<file path="config.mk">
export PLATFORM = sky130hd
export DESIGN_NAME = mem_line_ctrl_flat
export DESIGN_NICKNAME = d
export VERILOG_FILES = /design/src/rtl/mem_line_ctrl_if.sv /design/src/rtl/mem_line_ctrl.sv /design/src/flat_wrapper.sv
export SDC_FILE = /design/constraint.sdc
export NUM_CORES = 1
export LEC_CHECK = 0
export ABC_AREA = 0
export CELL_PAD_IN_SITES_DETAIL_PLACEMENT = 2
export CELL_PAD_IN_SITES_GLOBAL_PLACEMENT = 2
export CORE_UTILIZATION = 25
export CTS_CLUSTER_SIZE = 20
export DETAILED_ROUTE_END_ITERATION = 10
export GPL_TIMING_DRIVEN = 1
export PLACE_DENSITY = 0.7
export SLEW_MARGIN = 20
export SYNTH_ARGS = -nofsm -noshare
export SYNTH_HDL_FRONTEND = slang
export SYNTH_SLANG_ARGS = --single-unit
export TNS_END_PERCENT = 100
</file>
<file path="constraint.sdc">
create_clock -name clk -period 5.2 [get_ports clk]
set_input_delay 1.04 -clock clk [delete_from_list [all_inputs] [get_ports clk]]
set_output_delay 1.04 -clock clk [all_outputs]
set_load 0.005 [all_outputs]
</file>
<file path="src/rtl/mem_line_ctrl_if.sv">
//------------------------------------------------------------------------------
// mem_line_ctrl_if
// Word-level memory bus between the cache-line controller and a memory
// responder. Signal names are from the controller's point of view.
//   o_read_request      : controller -> memory, read request for o_addr
//   o_write_en          : controller -> memory, write request of o_data to o_addr
//   o_addr              : controller -> memory, word byte address
//   o_data              : controller -> memory, write data
//   i_data              : memory -> controller, read data, valid with access
//   i_successful_access : memory -> controller, current word completes now
//------------------------------------------------------------------------------
interface mem_line_ctrl_if #(
   parameter int DATA_WIDTH = 32,
   parameter int ADDR_WIDTH = 32
);
   logic                  o_read_request;
   logic                  o_write_en;
   logic [ADDR_WIDTH-1:0] o_addr;
   logic [DATA_WIDTH-1:0] o_data;
   logic [DATA_WIDTH-1:0] i_data;
   logic                  i_successful_access;

   modport master (
      output o_read_request,
      output o_write_en,
      output o_addr,
      output o_data,
      input  i_data,
      input  i_successful_access
   );

   modport slave (
      input  o_read_request,
      input  o_write_en,
      input  o_addr,
      input  o_data,
      output i_data,
      output i_successful_access
   );
endinterface

</file>
<file path="src/rtl/mem_line_ctrl.sv">
//------------------------------------------------------------------------------
// mem_line_ctrl
// Moves one cache line between the cache and a word-wide memory. A one-cycle
// i_start either fills the line from memory (i_we=0) or writes it back
// (i_we=1), one word at a time at line-aligned addresses. Each word waits for
// i_successful_access; a word that waits TIMEOUT cycles aborts the transfer
// with o_error. All outputs are registered.
// Ports:
//   clk          : clock, rising edge
//   arst_n       : synchronous active-low reset
//   i_start      : one-cycle transfer request (accepted only when idle)
//   i_we         : 1 = writeback, 0 = fill; sampled with i_start
//   i_base_addr  : line byte address; sampled with i_start
//   i_wline      : writeback line, word k at [k*DATA_WIDTH +: DATA_WIDTH]
//   o_rline      : filled line, same packing; held between transfers
//   o_busy       : transfer in progress
//   o_done       : one-cycle pulse when a transfer ends (normal or aborted)
//   o_error      : last transfer aborted by timeout
//   mem          : memory bus (see mem_line_ctrl_if)
//------------------------------------------------------------------------------
module mem_line_ctrl #(
   parameter int DATA_WIDTH = 32,
   parameter int ADDR_WIDTH = 32,
   parameter int WORDS      = 4,
   parameter int TIMEOUT    = 255
) (
   input  logic                        clk,
   input  logic                        arst_n,
   input  logic                        i_start,
   input  logic                        i_we,
   input  logic [ADDR_WIDTH-1:0]       i_base_addr,
   input  logic [WORDS*DATA_WIDTH-1:0] i_wline,
   output logic [WORDS*DATA_WIDTH-1:0] o_rline,
   output logic                        o_busy,
   output logic                        o_done,
   output logic                        o_error,
   mem_line_ctrl_if.master             mem
);
   localparam int IDX_W = $clog2(WORDS);
   localparam int CNT_W = $clog2(TIMEOUT + 1);
   localparam int HI_W  = ADDR_WIDTH - IDX_W - 2;

   localparam logic [IDX_W-1:0] IDX_LAST = IDX_W'(WORDS - 1);
   localparam logic [CNT_W-1:0] CNT_LAST = CNT_W'(TIMEOUT - 1);

   localparam logic [1:0] S_IDLE  = 2'd0;
   localparam logic [1:0] S_READ  = 2'd1;
   localparam logic [1:0] S_WRITE = 2'd2;
   localparam logic [1:0] S_DONE  = 2'd3;

   logic [1:0]                  state;
   logic [IDX_W-1:0]            idx;
   logic [IDX_W-1:0]            idx_inc;
   logic [CNT_W-1:0]            wait_cnt;
   logic [HI_W-1:0]             base_hi;   // line-aligned part of the base
   logic [WORDS*DATA_WIDTH-1:0] wline_q;
   logic                        access;
   logic                        last_word;
   logic                        timed_out;

   assign access    = mem.i_successful_access;
   assign idx_inc   = idx + 1'b1;
   assign last_word = access && (idx == IDX_LAST);
   // The wait counter holds TIMEOUT-1 during the TIMEOUT-th request cycle, so
   // a word with no access aborts after exactly TIMEOUT request cycles.
   assign timed_out = !access && (wait_cnt == CNT_LAST);

   // NOTE: every register here is written with <= so that all of them update
   // from the same pre-edge values, independent of statement order.
   always_ff @(posedge clk) begin
      if (!arst_n) begin
         state              <= S_IDLE;
         idx                <= '0;
         wait_cnt           <= '0;
         base_hi            <= '0;
         wline_q            <= '0;
         // NOTE: the line buffer is plain flops, so it is cleared with
         // everything else; a fill that never ran then reads back as zero.
         o_rline            <= '0;
         o_busy             <= 1'b0;
         o_done             <= 1'b0;
         o_error            <= 1'b0;
         mem.o_read_request <= 1'b0;
         mem.o_write_en     <= 1'b0;
         mem.o_addr         <= '0;
         mem.o_data         <= '0;
      end else begin
         o_done <= 1'b0;
         case (state)
            S_IDLE: begin
               if (i_start) begin
                  base_hi            <= i_base_addr[ADDR_WIDTH-1:IDX_W+2];
                  wline_q            <= i_wline;
                  idx                <= '0;
                  wait_cnt           <= '0;
                  o_error            <= 1'b0;
                  o_busy             <= 1'b1;
                  mem.o_addr         <= {i_base_addr[ADDR_WIDTH-1:IDX_W+2], {IDX_W{1'b0}}, 2'b00};
                  mem.o_data         <= i_wline[DATA_WIDTH-1:0];
                  mem.o_read_request <= !i_we;
                  mem.o_write_en     <= i_we;
                  state              <= i_we ? S_WRITE : S_READ;
               end
            end

            S_READ, S_WRITE: begin
               if (access) begin
                  wait_cnt <= '0;
                  if (state == S_READ) begin
                     o_rline[int'(idx)*DATA_WIDTH +: DATA_WIDTH] <= mem.i_data;
                  end
                  // Next word is presented in the very next cycle, so the
                  // request never drops between words.
                  if (idx != IDX_LAST) begin
                     idx        <= idx_inc;
                     mem.o_addr <= {base_hi, idx_inc, 2'b00};
                     mem.o_data <= wline_q[int'(idx_inc)*DATA_WIDTH +: DATA_WIDTH];
                  end
               end else if (timed_out) begin
                  o_error <= 1'b1;
               end else begin
                  wait_cnt <= wait_cnt + 1'b1;
               end

               if (last_word || timed_out) begin
                  state              <= S_DONE;
                  o_busy             <= 1'b0;
                  o_done             <= 1'b1;
                  mem.o_read_request <= 1'b0;
                  mem.o_write_en     <= 1'b0;
               end
            end

            S_DONE: begin
               state <= S_IDLE;
            end

            default: begin
               state <= S_IDLE;
            end
         endcase
      end
   end
endmodule
</file>
<file path="src/flat_wrapper.sv">
// flat-port wrapper written by rule: the top's interface ports become plain ports
module mem_line_ctrl_flat 
#(
   parameter int DATA_WIDTH = 32,
   parameter int ADDR_WIDTH = 32,
   parameter int WORDS      = 4,
   parameter int TIMEOUT    = 255
)
  (clk, arst_n, i_start, i_we, i_base_addr, i_wline, o_rline, o_busy, o_done, o_error, mem_o_read_request, mem_o_write_en, mem_o_addr, mem_o_data, mem_i_data, mem_i_successful_access);
  mem_line_ctrl_if #(.DATA_WIDTH(DATA_WIDTH), .ADDR_WIDTH(ADDR_WIDTH)) mem_i ();
  input  logic clk;
  input  logic arst_n;
  input  logic i_start;
  input  logic i_we;
  input  logic [ADDR_WIDTH-1:0] i_base_addr;
  input  logic [WORDS*DATA_WIDTH-1:0] i_wline;
  output logic [WORDS*DATA_WIDTH-1:0] o_rline;
  output logic o_busy;
  output logic o_done;
  output logic o_error;
  output wire logic [$bits(mem_i.o_read_request)-1:0] mem_o_read_request;
  output wire logic [$bits(mem_i.o_write_en)-1:0] mem_o_write_en;
  output wire logic [$bits(mem_i.o_addr)-1:0] mem_o_addr;
  output wire logic [$bits(mem_i.o_data)-1:0] mem_o_data;
  input wire logic [$bits(mem_i.i_data)-1:0] mem_i_data;
  input wire logic [$bits(mem_i.i_successful_access)-1:0] mem_i_successful_access;
  assign mem_o_read_request = mem_i.o_read_request;
  assign mem_o_write_en = mem_i.o_write_en;
  assign mem_o_addr = mem_i.o_addr;
  assign mem_o_data = mem_i.o_data;
  assign mem_i.i_data = mem_i_data;
  assign mem_i.i_successful_access = mem_i_successful_access;
  mem_line_ctrl #(.DATA_WIDTH(DATA_WIDTH), .ADDR_WIDTH(ADDR_WIDTH), .WORDS(WORDS), .TIMEOUT(TIMEOUT)) u_core (.clk(clk), .arst_n(arst_n), .i_start(i_start), .i_we(i_we), .i_base_addr(i_base_addr), .i_wline(i_wline), .o_rline(o_rline), .o_busy(o_busy), .o_done(o_done), .o_error(o_error), .mem(mem_i));
endmodule
</file>
# Word level (Yosys, flattened, before mapping)
# Index checks and enable logic that the tools add are counted.
# W data, S select, Z words.
[totals]
inputBits = 197
wordCells = 81
out_inout_bits = 197
ff_bits = 365
[op_classes]
reduce_logical = 16
eq_ne = 13
shift = 3
n_mux = 33
add_sub_neg = 3
[op_table]
columns = ["cell", "n"]
rows = [
  ["$mux W32", 6],
  ["$bwmux W128", 1],
  ["$pmux W32 S2", 2],
  ["$shift A32 B33 Y128 const A", 1],
  ["$shiftx A128 B8 Y32", 1],
  ["$shiftx A32 B33 Y128", 1],
  ["$neg A7 Y33", 1],
  ["$mux W8", 3],
  ["$pmux W8 S2", 1],
  ["$mux W2", 6],
  ["$reduce_and A3 Y1", 3],
  ["$add A8 B1 Y8 const B", 1],
  ["$eq A8 B8 Y1 const B", 1],
  ["$mux W1", 8],
  ["$ne A2 B2 Y1 const B", 4],
  ["$pmux W1 S2", 4],
  ["$reduce_and A4 Y1", 2],
  ["$eq A2 B2 Y1 const B", 3],
  ["$ne A2 B1 Y1 const B", 3],
  ["$pmux W2 S3", 1],
  ["$reduce_and A2 Y1", 3],
  ["$pmux W2 S2", 1],
  ["$ne A3 B3 Y1 const B", 1],
  ["$add A2 B1 Y2 const B", 1],
  ["7 further kinds", 9],
]

# Logic depth before layout (Yosys ltp)
[depth]
depth_word = 5
ltp_mapped = 9
ltp_nobuf = 6

# Least setup slack after synthesis
# Ideal clock, no wire load.
[synth_path]
kind = "input-to-reg"
start = "in mem_i_successful_access"
end = "reg u_core.wait_cnt[3]"
cell_stages = 5
path_buffers = 1
arrival_ns = 2.000
setup_ns = 0.073
setup_slack_ns = 3.127
cell_sequence = "nand4b_2 > o311ai_4 > buf_6 > o21ai_0 > a21oi_1"
[synth_between]
elab_chain_cells = 4
elab_cells_between_ends = 6
classes_between = "eq/ne: 1; mux: 2; reduce/logical: 3"
[synth_rtl]
columns = ["element", "line", "text"]
rows = [
  ["start, declared", "flat_wrapper.sv:26", "input wire logic [$bits(mem_i.i_successful_access)-1:0] mem_i_successful_access;"],
  ["$logic_not A1 Y1", "mem_line_ctrl.sv:66", "assign timed_out = !access && (wait_cnt == CNT_LAST);"],
  ["$logic_and A1 B1 Y1", "mem_line_ctrl.sv:66", ""],
  ["$ne A3 B3 Y1 (no line)", "--", ""],
  ["$reduce_and A3 Y1 (no line)", "--", ""],
  ["end signal, assigned", "mem_line_ctrl.sv:122", "wait_cnt <= wait_cnt + 1'b1;"],
  ["end, declared", "mem_line_ctrl.sv:54", "logic [CNT_W-1:0] wait_cnt;"],
]
# Several ways; a longest one is shown, not always the timed one.
# A chain may end at the register's enable or synchronous reset.

# Final worst setup path
[layout_path]
start = "reg u_core.state[0]"
end = "reg u_core.mem.o_data[9]"
[layout_between]
elab_chain_cells = 4
elab_cells_between_ends = 10
classes_between = "eq/ne: 5; mux: 1; reduce/logical: 4"
[layout_rtl]
columns = ["element", "line", "text"]
rows = [
  ["start, declared", "mem_line_ctrl.sv:51", "logic [1:0] state;"],
  ["start signal, assigned", "mem_line_ctrl.sv:102", "state <= i_we ? S_WRITE : S_READ;"],
  ["$eq A2 B2 Y1 / $eq A2 B1 Y1 (equally long branches)", "mem_line_ctrl.sv:89", "case (state)"],
  ["$reduce_or A2 Y1", "mem_line_ctrl.sv:89", ""],
  ["$ne A2 B1 Y1 (no line), or another cell as far along", "--", ""],
  ["$reduce_and A4 Y1 (no line)", "--", ""],
  ["end signal, assigned", "mem_line_ctrl.sv:99", "mem.o_data <= i_wline[DATA_WIDTH-1:0];"],
  ["end signal, assigned", "mem_line_ctrl.sv:117", "mem.o_data <= wline_q[int'(idx_inc)*DATA_WIDTH +: DATA_WIDTH];"],
  ["end, declared", "mem_line_ctrl_if.sv:27", "output o_data,"],
]
# Several ways; a longest one is shown, not always the timed one.

==> flow_metrics.tcl <==
set metrics [dict create \
    dp_cells 2792 \
    layoutNonFillerInstCount 2880 \
    cp-startpoint "u_core.state[0]" \
    syn_inst 1777 \
    grt_use_total_pct 20.0 \
    area_growth_pct 42.7 \
    r2r_start "u_core.state[0]" \
    synth_edf_count 0 \
    cts.sinks 361 \
    first_global_vias 15300 \
    r2r_end "u_core.mem.o_data[9]" \
    fp.dieH_um 242 \
    hold_violations 0 \
    worstHoldEndpoint "u_core.o_rline[67]" \
    ys_async_sr_fraction_pct 0 \
    p_per_area_nw_per_um2 498 \
    period_minus_slack_ps 3240 \
    grt_pass1_wl_mm 91.4 \
    critPathArrivalTime_ps 3720 \
    cts.repair.resized 0 \
    htreeDepth 2 \
    core_area_um2 56500 \
    rows 87 \
    r2r.worst_path.cells 8 \
    vdd_drop_max_mv 0.461 \
    vias 14100 \
    ios 394 \
    cp_top_family "buffers and inverters" \
    max_stage_delay_ps 690 \
    multi_input_area_um2 6490 \
    setup-tns-final_ps 0 \
    dpl.hpwl_mm 39.0 \
    grt_max_degree 145 \
    timing_worst_slew_pin_value_ps 1060 \
    ctsHoldBuffers 0 \
    yosysUniqueCellTypes 43 \
    synth_warnings 0 \
    max_freq_mhz 308 \
    antenna_found_initial 21 \
    path_cells "inv_1 -> ha_4 -> buf_4 -> mux2i_1 -> a21oi_4 -> buf_12 -> o2111ai_1 -> a21oi_1" \
    netlist_area_um2 14300 \
    fin_nets 2289 \
    cts_post_setup_buffers_inserted 0 \
    critPathRequiredTime_ps 5680 \
    timing.hold.ws_ps 452 \
    fillers 6265 \
    path_class "flip-flop to flip-flop" \
    final_util_pct 36.2 \
    setup.worst_path.end_class "flip-flop" \
    grt-ovfl-total 0 \
    stdcell_area_um2 20500 \
    synth.most_common_cell "nand2_1" \
    ys_top_cells_by_area "dfxtp_1, nand2_1, a21oi_1" \
    layout.area.seq_um2 7230 \
    outcome "finished clean" \
    cts.clk_slew.worst_paths_ps 60 \
    drive_gt1_share_pct 5.53 \
    cts_tree "done" \
    drv_slew 0 \
    dieArea_um2 58300 \
    drt-total-wl_mm 59.5 \
    ys_seq_area_share_pct 50.4 \
    die_w_um 242 \
    hold_path_startpoint "u_core.o_rline[67]" \
    worstHoldPathCells 2 \
    start_util_pct 25.4 \
    hp-class "flip-flop to flip-flop" \
    gp_congestion 0.758 \
    cts_buffers 44 \
    synth_common_cells "nand2_1, dfxtp_1, a21oi_1, nand3_1, mux2i_1" \
    final_antenna_net_count 0 \
    slew-limit-headroom_pct 29.4 \
    fin_worst_skew_ps 18.4 \
    critPathLaunchType "flip-flop" \
    io_buffers 387 \
    synth_ff_type "dfxtp_1" \
    wl_per_cell_um 20.7 \
    synth_top_area_cell "dfxtp_1" \
    rsz0062_at_grt "no" \
    syn_avg_cell_area_um2 8.07 \
    period_share_pct 62.4 \
    finalSetupViolCount 0 \
    r2r_slack_ps 1960 \
    drc_errors 0 \
    p_leak_nw 6.94 \
    placedInstanceArea_um2 18800 \
    clk-insertion-delay-late_ps 580 \
    cts_buffer_depth 3 \
    root_buffer "clkbuf_16" \
    first_pass_iters 4 \
    drt_iter0_markers 415 \
    crit_buf_inv 3 \
    synth_top_area_share_pct 50.4 \
    maxCapViolCount 0 \
    worstPathMaxFanout 91 \
    slowest_stage "ha_4" \
    avgViaCountPerCell 4.89 \
    ys_ff_latch 361 \
]
stage by stage:
step | worst slack (ps) | total power, mW
floorplan | 3130 | 5.35
global placement | 1830 | 6.78
detailed placement | 1700 | 6.90
CTS | 1920 | 10.4
global route | 1730 | 10.8
finish | 1960 | 10.2
cells by family after synthesis:
kind of cell	count (synthesis)	share of synthesized area, %
and+or+nand+nor	741	21.3
DFF	361	50.4
muxes	93	6.58
adders and majority gates	10	0.872
other	1	0.0261
AOI/OAI and AO/OA	411	16.1
buffers and inverters	160	4.78
area by class of cell:
cell class                 count  area share (%)
clock buffer                  63            6.42
multi-input combinational   1257            31.7
sequential                   361            35.3
inverter                       8           0.183
antenna                        7          0.0856
timing repair buffer         410            20.1
tap                          756            4.62
clock inverter                18            1.47
per-layer routing:
| metal | share of wire, % | wire (um) | track usage [%] | vias up |
|---|---|---|---|---|
| met5 | 0.33 | 195 | 0 | - |
| met4 | 2.1 | 1270 | 5.26 | 30 |
| met3 | 7.8 | 4650 | 6.90 | 99 |
| met2 | 48 | 28800 | 34.1 | 358 |
| met1 | 41 | 24600 | 23.6 | 6947 |
| li1 | - | - | - | 6639 |
placed cells by master, fill, tap and decap left out, types with 28 or more instances in the layout:
master and count:
a211oi_1 28, nand3_1 134, a21oi_1 328, nand2_1 545, clkdlybuf4s50_1 387, mux2i_1 92
dfxtp_1 360, nor2_1 30, o2111ai_1 32, clkbuf_16 45
registers in the layout (all words and copies together) (netlist names), 2 cells and up:
register	flops
u_core.wline_q	128
u_core.o_rline	128
u_core.mem.o_addr	29
u_core.state	2
u_core.mem.o_data	32
u_core.wait_cnt	8
u_core.base_hi	28
worst register-to-register path, delay by kind of cell, from the launching register on:
family	cells	cell delay [ps]
AO/OA/AOI/OAI	3	710
multiplexers	1	290
flip-flops	1	380
adder cells (fa/ha/maj)	1	700
buffers and inverters	3	1080
power by group:
group | internal (mW) | switching [mW]
registers | 3.20 | 0.280
clock network | 2.15 | 1.28
logic | 1.30 | 1.98
worst max-delay path by stage:
| stage | slack [ps] | cells past startpoint | end |
|---|---|---|---|
| final | 1960 | 8 | u_core.mem.o_data[9] |
| after global routing | 1730 | 8 | u_core.mem.o_data[8] |
| after CTS | 1920 | 8 | u_core.mem.o_addr[29] |
| after detailed placement | 1700 | 6 | u_core.o_rline[90] |
| after global placement | 1830 | 5 | u_core.wline_q[92] |
| after floorplan | 3130 | 5 | u_core.wait_cnt[3] |
(Power assumes the default switching activity.)
